[src/rtl/symmetry_stats_pkg.sv]
// symmetry_stats_pkg: shared encodings for the symmetry statistics stage.
// Readback selects, FSM states and detector limits.
package symmetry_stats_pkg;

  localparam logic [1:0] SEL_SYM  = 2'd0;
  localparam logic [1:0] SEL_MIS  = 2'd1;
  localparam logic [1:0] SEL_RUN  = 2'd2;
  localparam logic [1:0] SEL_STAT = 2'd3;

  localparam logic [2:0] MAX_MISMATCH = 3'd4;

  typedef enum logic {
    IDLE  = 1'b0,
    ACCUM = 1'b1
  } state_t;

endpackage

[src/rtl/symmetry_stats_sat_add8.sv]
// sat_add8: 8-bit accumulator add with a 3-bit addend.
// Clamps at 255 and flags any carry out.
module sat_add8 (
  input  logic [7:0] a,
  input  logic [2:0] b,
  output logic [7:0] sum,
  output logic       sat
);

  logic [8:0] full;

  // Wide add, clamp on carry
  always_comb begin
    full = {1'b0, a} + {6'b0, b};
    sat  = full[8];
    sum  = full[8] ? 8'hFF : full[7:0];
  end

endmodule

[src/rtl/symmetry_stats.sv]
// symmetry_stats: windowed counts of symmetric words, mismatches, runs.
// Window results snapshot into registers read via rd_sel/rd_data.
module symmetry_stats
  import symmetry_stats_pkg::*;
#(
  parameter int WINDOW = 16
) (
  input  logic       clk,
  input  logic       rst_n,
  input  logic       in_valid,
  input  logic       in_sym,
  input  logic [2:0] in_mismatch,
  input  logic       clear,
  input  logic [1:0] rd_sel,
  output logic [7:0] rd_data,
  output logic       win_done,
  output logic       busy
);

  localparam logic [7:0] LAST = 8'(WINDOW - 1);

  state_t     state_q, state_d;
  logic [7:0] n_samp, n_sym, mis_sum;
  logic [7:0] run_cur, run_max;
  logic [7:0] snap_sym, snap_mis, snap_run;
  logic       snap_valid, sat, err;

  logic       accept, last, chk_err;
  logic [7:0] mis_nx, sym_nx, run_inc, max_nx;
  logic       sat_hit;

  sat_add8 u_add (
    .a   (mis_sum),
    .b   (in_mismatch),
    .sum (mis_nx),
    .sat (sat_hit)
  );

  // Per-sample next values and consistency check
  always_comb begin
    accept  = in_valid & ~clear;
    last    = accept & (n_samp == LAST);
    run_inc = run_cur + 8'd1;
    sym_nx  = in_sym ? n_sym + 8'd1 : n_sym;
    max_nx  = run_max;
    if (in_sym && run_inc > run_max)
      max_nx = run_inc;
    chk_err = (in_sym && in_mismatch != 3'd0)
            || (!in_sym && in_mismatch == 3'd0)
            || (in_mismatch > MAX_MISMATCH);
  end

  // FSM state register
  always_ff @(posedge clk or negedge rst_n) begin
    if (!rst_n) state_q <= IDLE;
    else        state_q <= state_d;
  end

  // FSM next state
  always_comb begin
    state_d = state_q;
    if (clear)
      state_d = IDLE;
    else if (accept)
      state_d = last ? IDLE : ACCUM;
  end

  assign busy = (state_q == ACCUM);

  // Live accumulation, window snapshot and sticky flags
  always_ff @(posedge clk or negedge rst_n) begin
    if (!rst_n) begin
      n_samp     <= '0;
      n_sym      <= '0;
      mis_sum    <= '0;
      run_cur    <= '0;
      run_max    <= '0;
      snap_sym   <= '0;
      snap_mis   <= '0;
      snap_run   <= '0;
      snap_valid <= 1'b0;
      sat        <= 1'b0;
      err        <= 1'b0;
    end else if (clear) begin
      n_samp     <= '0;
      n_sym      <= '0;
      mis_sum    <= '0;
      run_cur    <= '0;
      run_max    <= '0;
      snap_sym   <= '0;
      snap_mis   <= '0;
      snap_run   <= '0;
      snap_valid <= 1'b0;
      sat        <= 1'b0;
      err        <= 1'b0;
    end else if (accept) begin
      if (sat_hit) sat <= 1'b1;
      if (chk_err) err <= 1'b1;
      if (last) begin
        snap_sym   <= sym_nx;
        snap_mis   <= mis_nx;
        snap_run   <= max_nx;
        snap_valid <= 1'b1;
        n_samp     <= '0;
        n_sym      <= '0;
        mis_sum    <= '0;
        run_cur    <= '0;
        run_max    <= '0;
      end else begin
        n_samp  <= n_samp + 8'd1;
        n_sym   <= sym_nx;
        mis_sum <= mis_nx;
        run_cur <= in_sym ? run_inc : 8'd0;
        run_max <= max_nx;
      end
    end
  end

  // Registered completion pulse and readback mux
  always_ff @(posedge clk or negedge rst_n) begin
    if (!rst_n) begin
      win_done <= 1'b0;
      rd_data  <= '0;
    end else begin
      win_done <= last;
      unique case (rd_sel)
        SEL_SYM:  rd_data <= snap_sym;
        SEL_MIS:  rd_data <= snap_mis;
        SEL_RUN:  rd_data <= snap_run;
        SEL_STAT: rd_data <= {4'b0, err, sat, busy, snap_valid};
        default:  rd_data <= '0;
      endcase
    end
  end

endmodule

[config.mk]
export PLATFORM = sky130hd
export DESIGN_NAME = symmetry_stats
export DESIGN_NICKNAME = d
export VERILOG_FILES = /design/src/rtl/symmetry_stats_pkg.sv /design/src/rtl/symmetry_stats_sat_add8.sv /design/src/rtl/symmetry_stats.sv
export SDC_FILE = /design/constraint.sdc
export NUM_CORES = 1
export LEC_CHECK = 0
export ABC_AREA = 1
export ABC_CLOCK_PERIOD_IN_PS = 2700
export CAP_MARGIN = 20
export CORE_ASPECT_RATIO = 0.5
export CORE_MARGIN = 10
export CORE_UTILIZATION = 60
export DETAILED_ROUTE_END_ITERATION = 7
export PLACE_DENSITY = 0.91
export RECOVER_POWER = 100
export SKIP_LAST_GASP = 1
export SLEW_MARGIN = 10
export SYNTH_ARGS = -nofsm -noshare
export SYNTH_HDL_FRONTEND = slang
export SYNTH_SLANG_ARGS = --single-unit
[constraint.sdc]
create_clock -name clk -period 2.7 [get_ports clk]
set_input_delay 0.54 -clock clk [delete_from_list [all_inputs] [get_ports clk]]
set_output_delay 0.54 -clock clk [all_outputs]
set_load 0.03 [all_outputs]
==> flow_metrics.tcl, run 1 <==
set metrics [dict create \
    outcome "finished, final reports clean" \
    dr_wl_met2_um 4470 \
    worstHoldPathType "in -> async" \
    detail_route.first_pass.iterations 5 \
    wl_per_cell_um 15.5 \
    slowest_delay_ns 0.55 \
    initial_core_util_pct 63.0 \
    pwr-share-comb_pct 17.5 \
    finalInstanceArea_mm2 0.00444 \
    dieArea_mm2 0.0103 \
    num-fill-cells 427 \
    cp_num_cells 11 \
    viasPerCell 5.63 \
    grt_max_degree 50 \
    slew_violations 0 \
    route.met3.wl_um 841 \
    cp-end-kind "register" \
    clk_latency_ns 0.35 \
    fin_setup_tns_ns 0 \
    synthTopCellsByArea "dfrtp_1 50%, nand2_1 17%, nand3_1 6.2%" \
    powerDensity_mw_per_mm2 647 \
    pwr-share-clk_pct 39.5 \
    cts_num_sinks 77 \
    synthesis.nets 508 \
    ant_nets 0 \
    final_common_cell "nand2_1" \
    seq_area_mm2 0.00193 \
    dp_slack_ns 0.130 \
    place_area_mm2 0.00419 \
    swShare_pct 31.1 \
    yosysWarnings 0 \
    max-clock-path-buffers 2 \
    crit_family "simple AND/OR/NAND/NOR gates" \
    grt_pass1_vias 3261 \
    yosysUniqueCellTypes 30 \
    setup_ws_ns 0.182 \
    tightest_slew_ns 1.19 \
    setup_viol 0 \
    syn_inst 483 \
    max_freq_ghz 0.397 \
    p_int_w 0.00198 \
    drt_first_iter_violations 325 \
    seq_area_frac_synth_pct 49.5 \
    place_congestion 0.861 \
    gr-total-overflow 0 \
    synth_compound_area_share_pct 6.33 \
    die_x_um 134 \
    timing.critical_path.buf_inv 1 \
    vias 3402 \
    crit_path_frequent_cell "nand2_1" \
    seqPwrFrac_pct 43.0 \
    synth_top_area_share_pct 49.5 \
    crit_type "in -> reg" \
    clock-root-buffer "clkbuf_16" \
    drt_wl_total_um 9340 \
    synthMuxAreaShare_pct 0 \
    min_period_ns 2.52 \
    antenna_found_initial 0 \
    die_y_um 76.9 \
    layout.nets 536 \
    ir_worst_vdd_mv 0.260 \
    met1_length_um 3810 \
    ff2ff_setup_slack_ns 0.28 \
    top_layer_used "met4" \
    synth_top_cell_by_area "dfrtp_1" \
    worstPathArrival_ns 2.80 \
    drive_gt1_share_pct 6.40 \
    synth_area_per_cell_um2 8.06 \
    switchingPower_w 0.000893 \
    track_usage_pct 18.7 \
    syn_to_final_growth_pct 14.1 \
    synth_xor_area_share_pct 3.38 \
    synth_top_family_by_area "simple AND/OR/NAND/NOR gates" \
    numPortBuffers 19 \
    dp_hpwl_um 6160 \
    htree_num_levels 3 \
    leakagePower_nw 2.35 \
    cts-hold-fix-buffers 0 \
    multi_input_area_mm2 0.00168 \
    start_kind "input port" \
    cts_tree "yes" \
    drcViolationCount 0 \
    netlist_area_mm2 0.00389 \
    synthSimpleGateAreaFrac_pct 28.9 \
    num_io_pins 20 \
    grt_pass1_wl_um 15600 \
    required_ns 2.98 \
    max_slew_margin_pct 20.8 \
    path_cells "dlygate4sd3_1 > ha_1 > fa_1 > nand2_1 > a21oi_1 > nand3_1 > nor2_1 > nand2_1 > o21ai_0 > nand2_1 > nand2_1" \
    grt_setup_unrepaired "no" \
    core-area_mm2 0.00618 \
    fin_util_pct 71.8 \
    synth_seq_cells 77 \
    clkTransAtPathRegs_ns 0.06 \
    skew_ns 0.00959 \
    rows 20 \
    diodes 0 \
    reg2reg_depth 15 \
    final_cell_mix "180 x nand2_1, 76 x dfrtp_1, 53 x inv_1" \
    cp_max_fo 7 \
    finalHoldViolCount 0 \
    cp_slowest_cell "dlygate4sd3_1" \
    maxCapViolations 0 \
    numCtsBuffers 9 \
    synthAdderAreaFrac_pct 5.02 \
    fin_crit_sh_pct 93.2 \
]
-- through the flow --
stage                     std cells  hold slack [ns]  power [W]
after global routing            604            0.505    0.00301
after global placement          588            0.463    0.00172
after CTS                       604            0.223    0.00288
after floorplan                 483            0.244    0.00160
after detailed placement        588            0.466    0.00174
final                           604            0.430    0.00287
-- cell type report --
type	count	share of cell area, %
Tap cell	88	2.48
Timing Repair Buffer	27	5.19
Inverter	56	4.74
Clock inverter	7	1.27
Sequential cell	77	43.4
Clock buffer	9	5.07
Multi-Input combinational cell	340	37.8
-- power groups by stage --
stage	Sequential [W]	Clock [W]	Combinational (W)
global placement	0.00125	0	0.000465
CTS	0.00123	0.00115	0.000497
floorplan	0.00125	0	0.000346
finish	0.00124	0.00114	0.000503
global route	0.00124	0.00120	0.000575
detailed placement	0.00125	0	0.000490
-- synth_stat cells --
| library cell | instances |
|---|---|
| a21o_1 | 1 |
| a21oi_1 | 6 |
| a21oi_2 | 2 |
| a22o_1 | 1 |
| and3_1 | 1 |
| buf_2 | 3 |
| buf_4 | 4 |
| clkbuf_1 | 3 |
| dfrtp_1 | 77 |
| fa_1 | 1 |
| ha_1 | 14 |
| inv_1 | 52 |
| inv_2 | 4 |
| nand2_1 | 179 |
| nand2_2 | 3 |
| nand3_1 | 48 |
| nand3_2 | 1 |
| nand4_1 | 7 |
| nor2_1 | 19 |
| nor2_2 | 3 |
| nor3_1 | 1 |
| nor3_2 | 2 |
| nor4_1 | 1 |
| o211ai_1 | 1 |
| o21ai_0 | 11 |
| o21ai_1 | 9 |
| o22ai_1 | 12 |
| or2_2 | 2 |
| xnor2_1 | 1 |
| xor2_1 | 14 |
-- registers in the layout, summed over array words and instances (netlist names) --
register    count
busy            1
err             1
mis_sum         8
n_samp          8
n_sym           8
rd_data         8
run_cur         8
run_max         8
sat             1
snap_mis        8
snap_run        8
snap_sym        8
snap_valid      1
win_done        1
-- kinds of logic (layout without fill, tap and decap cells) --
family                     count (synthesis)  in the layout
and+or+nand+nor                          267            267
DFF                                       77             77
buffers and inverters                     66             99
AOI/OAI and AO/OA                         43             43
adders and majority gates                 15             15
xor gates and xnor gates                  15             15
-- worst register-to-register path: stages, from the launching register on --
cell and delay [ns]:
dfrtp_2 0.41, ha_1 0.19, nand3_1 0.12, nor2_1 0.14
nand3_1 0.08, nand2_1 0.12, inv_1 0.06, ha_1 0.26
nand2_1 0.09, a21oi_1 0.06, nor2_1 0.16, nand2_2 0.15
nand2_2 0.17, nand2_1 0.11, nand3_1 0.10, nand2_1 0.07
-- per-layer routing --
layer  global-route usage, %  vias up
li1                        -     1599
met1                    22.5     1596
met2                    30.5      177
met3                    6.44       30
met4                    7.13        0
met5                       0        -
-- final timing paths --
path                                      from           to
worst max-delay path            in_mismatch[0]   mis_sum[2]
worst min-delay path                     rst_n   run_cur[7]
worst max register to register      run_cur[0]  snap_run[5]
worst min register to register     snap_mis[2]  snap_mis[2]
max in group asynchronous                rst_n   run_cur[0]
min in group clk                   snap_mis[2]  snap_mis[2]
-- repair_timing --
item / in CTS / in global routing
setup endpoints to repair: 0 / 16
setup buffers: 0 / 0
gates resized for setup: 0 / 2
Power figures use the tool's default switching activity.
==> run 2: changes to the inputs <==
--- a/config.mk
+++ b/config.mk
@@ -12,10 +12,10 @@
 export CORE_MARGIN = 10
 export CORE_UTILIZATION = 60
 export DETAILED_ROUTE_END_ITERATION = 7
-export PLACE_DENSITY = 0.91
+export PLACE_DENSITY = 0.9
 export RECOVER_POWER = 100
 export SKIP_LAST_GASP = 1
-export SLEW_MARGIN = 10
+export SLEW_MARGIN = 20
 export SYNTH_ARGS = -nofsm -noshare
 export SYNTH_HDL_FRONTEND = slang
 export SYNTH_SLANG_ARGS = --single-unit
==> flow_metrics.tcl, run 2 (synthesized netlist as in run 1, its figures left out) <==
set metrics [dict create \
    place_area_mm2 0.00419 \
    maxCapViolations 1 \
    detail_route.first_pass.iterations 6 \
    p_total_w 0.00290 \
    track_usage_pct 17.7 \
    gr-total-overflow 0 \
    clock-root-buffer "clkbuf_16" \
    max_slew_margin_pct -20.3 \
    drcViolationCount 0 \
    min_period_ns 2.47 \
    ant_nets 0 \
    vias 3396 \
    antenna_found_initial 0 \
    drt_first_iter_violations 404 \
    final_common_cell "nand2_1" \
    leakagePower_nw 2.35 \
    setup_viol 0 \
    start_kind "input port" \
    final_cell_mix "179 x nand2_1, 76 x dfrtp_1, 54 x inv_1" \
    numCtsBuffers 9 \
    wl_per_cell_um 15.1 \
    clk_latency_ns 0.34 \
    cts-hold-fix-buffers 0 \
    cts_tree "yes" \
    multi_input_area_mm2 0.00170 \
    layout.nets 534 \
    drive_gt1_share_pct 6.81 \
    cp_slowest_cell "dlygate4sd3_1" \
    grt_max_degree 78 \
    skew_ns 0.00788 \
    drt_wl_total_um 9110 \
    cp_max_fo 7 \
    worstPathArrival_ns 2.74 \
    violations "max-capacitance violations, max-slew violations" \
    clkTransAtPathRegs_ns 0.06 \
    fin_util_pct 72.1 \
    max-clock-path-buffers 2 \
    path_cells "dlygate4sd3_1 > ha_1 > fa_1 > nand2_1 > a21oi_1 > nand3_2 > nor2_1 > nand2_1 > o21ai_0 > nand2_1 > nand2_1" \
    setup_ws_ns 0.234 \
    slew_violations 78 \
    reg2reg_depth 15 \
    required_ns 2.98 \
    powerDensity_mw_per_mm2 650 \
    max_freq_ghz 0.406 \
    crit_path_frequent_cell "nand2_1" \
    initial_core_util_pct 63.0 \
    worstHoldPathType "reg -> reg" \
    dp_hpwl_um 5990 \
    die_y_um 76.9 \
    die_x_um 134 \
    hold_depth 2 \
    dieArea_mm2 0.0103 \
    seq_area_mm2 0.00193 \
    finalInstanceArea_mm2 0.00445 \
    viasPerCell 5.64 \
    cp-end-kind "register" \
    slowest_delay_ns 0.56 \
    outcome "finished with violations" \
    diodes 0 \
    fin_crit_sh_pct 91.3 \
    place_congestion 0.879 \
    htree_num_levels 3 \
    cts_num_sinks 77 \
    syn_to_final_growth_pct 14.5 \
    rows 20 \
    finalHoldViolCount 0 \
    crit_type "in -> reg" \
    grt_pass1_wl_um 15200 \
    numPortBuffers 19 \
    num_io_pins 20 \
    dp_slack_ns 0.127 \
    num-fill-cells 431 \
    ir_worst_vdd_mv 0.386 \
    tightest_slew_ns 1.81 \
    core-area_mm2 0.00618 \
    grt_pass1_vias 3208 \
]
-- run 2: cell type report --
type                    instances  area share [%]
well taps                      88            2.47
repair buffers                 25            4.92
flip-flops and latches         77            43.3
clock buffers                  10            5.37
multi-input cells             340            38.2
clock inverters                 6            1.04
inverters                      56            4.72
-- run 2: repair_timing --
item / 4_1_cts / 5_1_grt
setup buffers: 0 / 0
resized for setup: 0 / 4
setup endpoints to repair: 0 / 16
-- run 2: stage by stage --
| stage | hold slack (ns) | instances | TNS (ns) |
|---|---|---|---|
| after floorplan | 0.244 | 483 | 0 |
| after global placement | 0.463 | 586 | 0 |
| after detailed placement | 0.466 | 586 | 0 |
| after CTS | 0.234 | 602 | 0 |
| after global routing | 0.501 | 602 | -0.00916 |
| final | 0.483 | 602 | 0 |
-- run 2: worst max-delay path, delay by kind of cell --
family | cells | cell delay, ns
adder cells (fa/ha/maj) | 2 | 0.43
AND/OR/NAND/NOR | 6 | 0.79
buffers and inverters | 1 | 0.56
AO/OA/AOI/OAI | 2 | 0.44
-- run 2: routing by layer --
| layer | wire length (µm) | part of all wire (%) | GRT usage [%] |
|---|---|---|---|
| met1 | 3910 | 43 | 21.9 |
| met2 | 4320 | 47 | 29.0 |
| met3 | 704 | 7.7 | 4.75 |
| met4 | 174 | 1.9 | 6.91 |
| met5 | 0 | 0 | 0 |
-- run 2: worst paths after layout --
kind,from,to,slack (ns)
worst max-delay path,in_mismatch[0],snap_mis[2],0.23
worst min-delay path,snap_mis[1],snap_mis[1],0.48
worst max register to register,run_cur[0],run_max[7],0.27
worst min register to register,snap_mis[1],snap_mis[1],0.48
max in group asynchronous,rst_n,run_cur[0],0.74
min in group asynchronous,rst_n,run_max[0],0.80
-- run 2: power breakdown --
group	switching, W	internal (W)	total, W
combinational	0.000368	0.000149	0.000517
clock	0.000493	0.000652	0.00114
sequential	0.0000338	0.00120	0.00124
total	0.000894	0.00200	0.00290
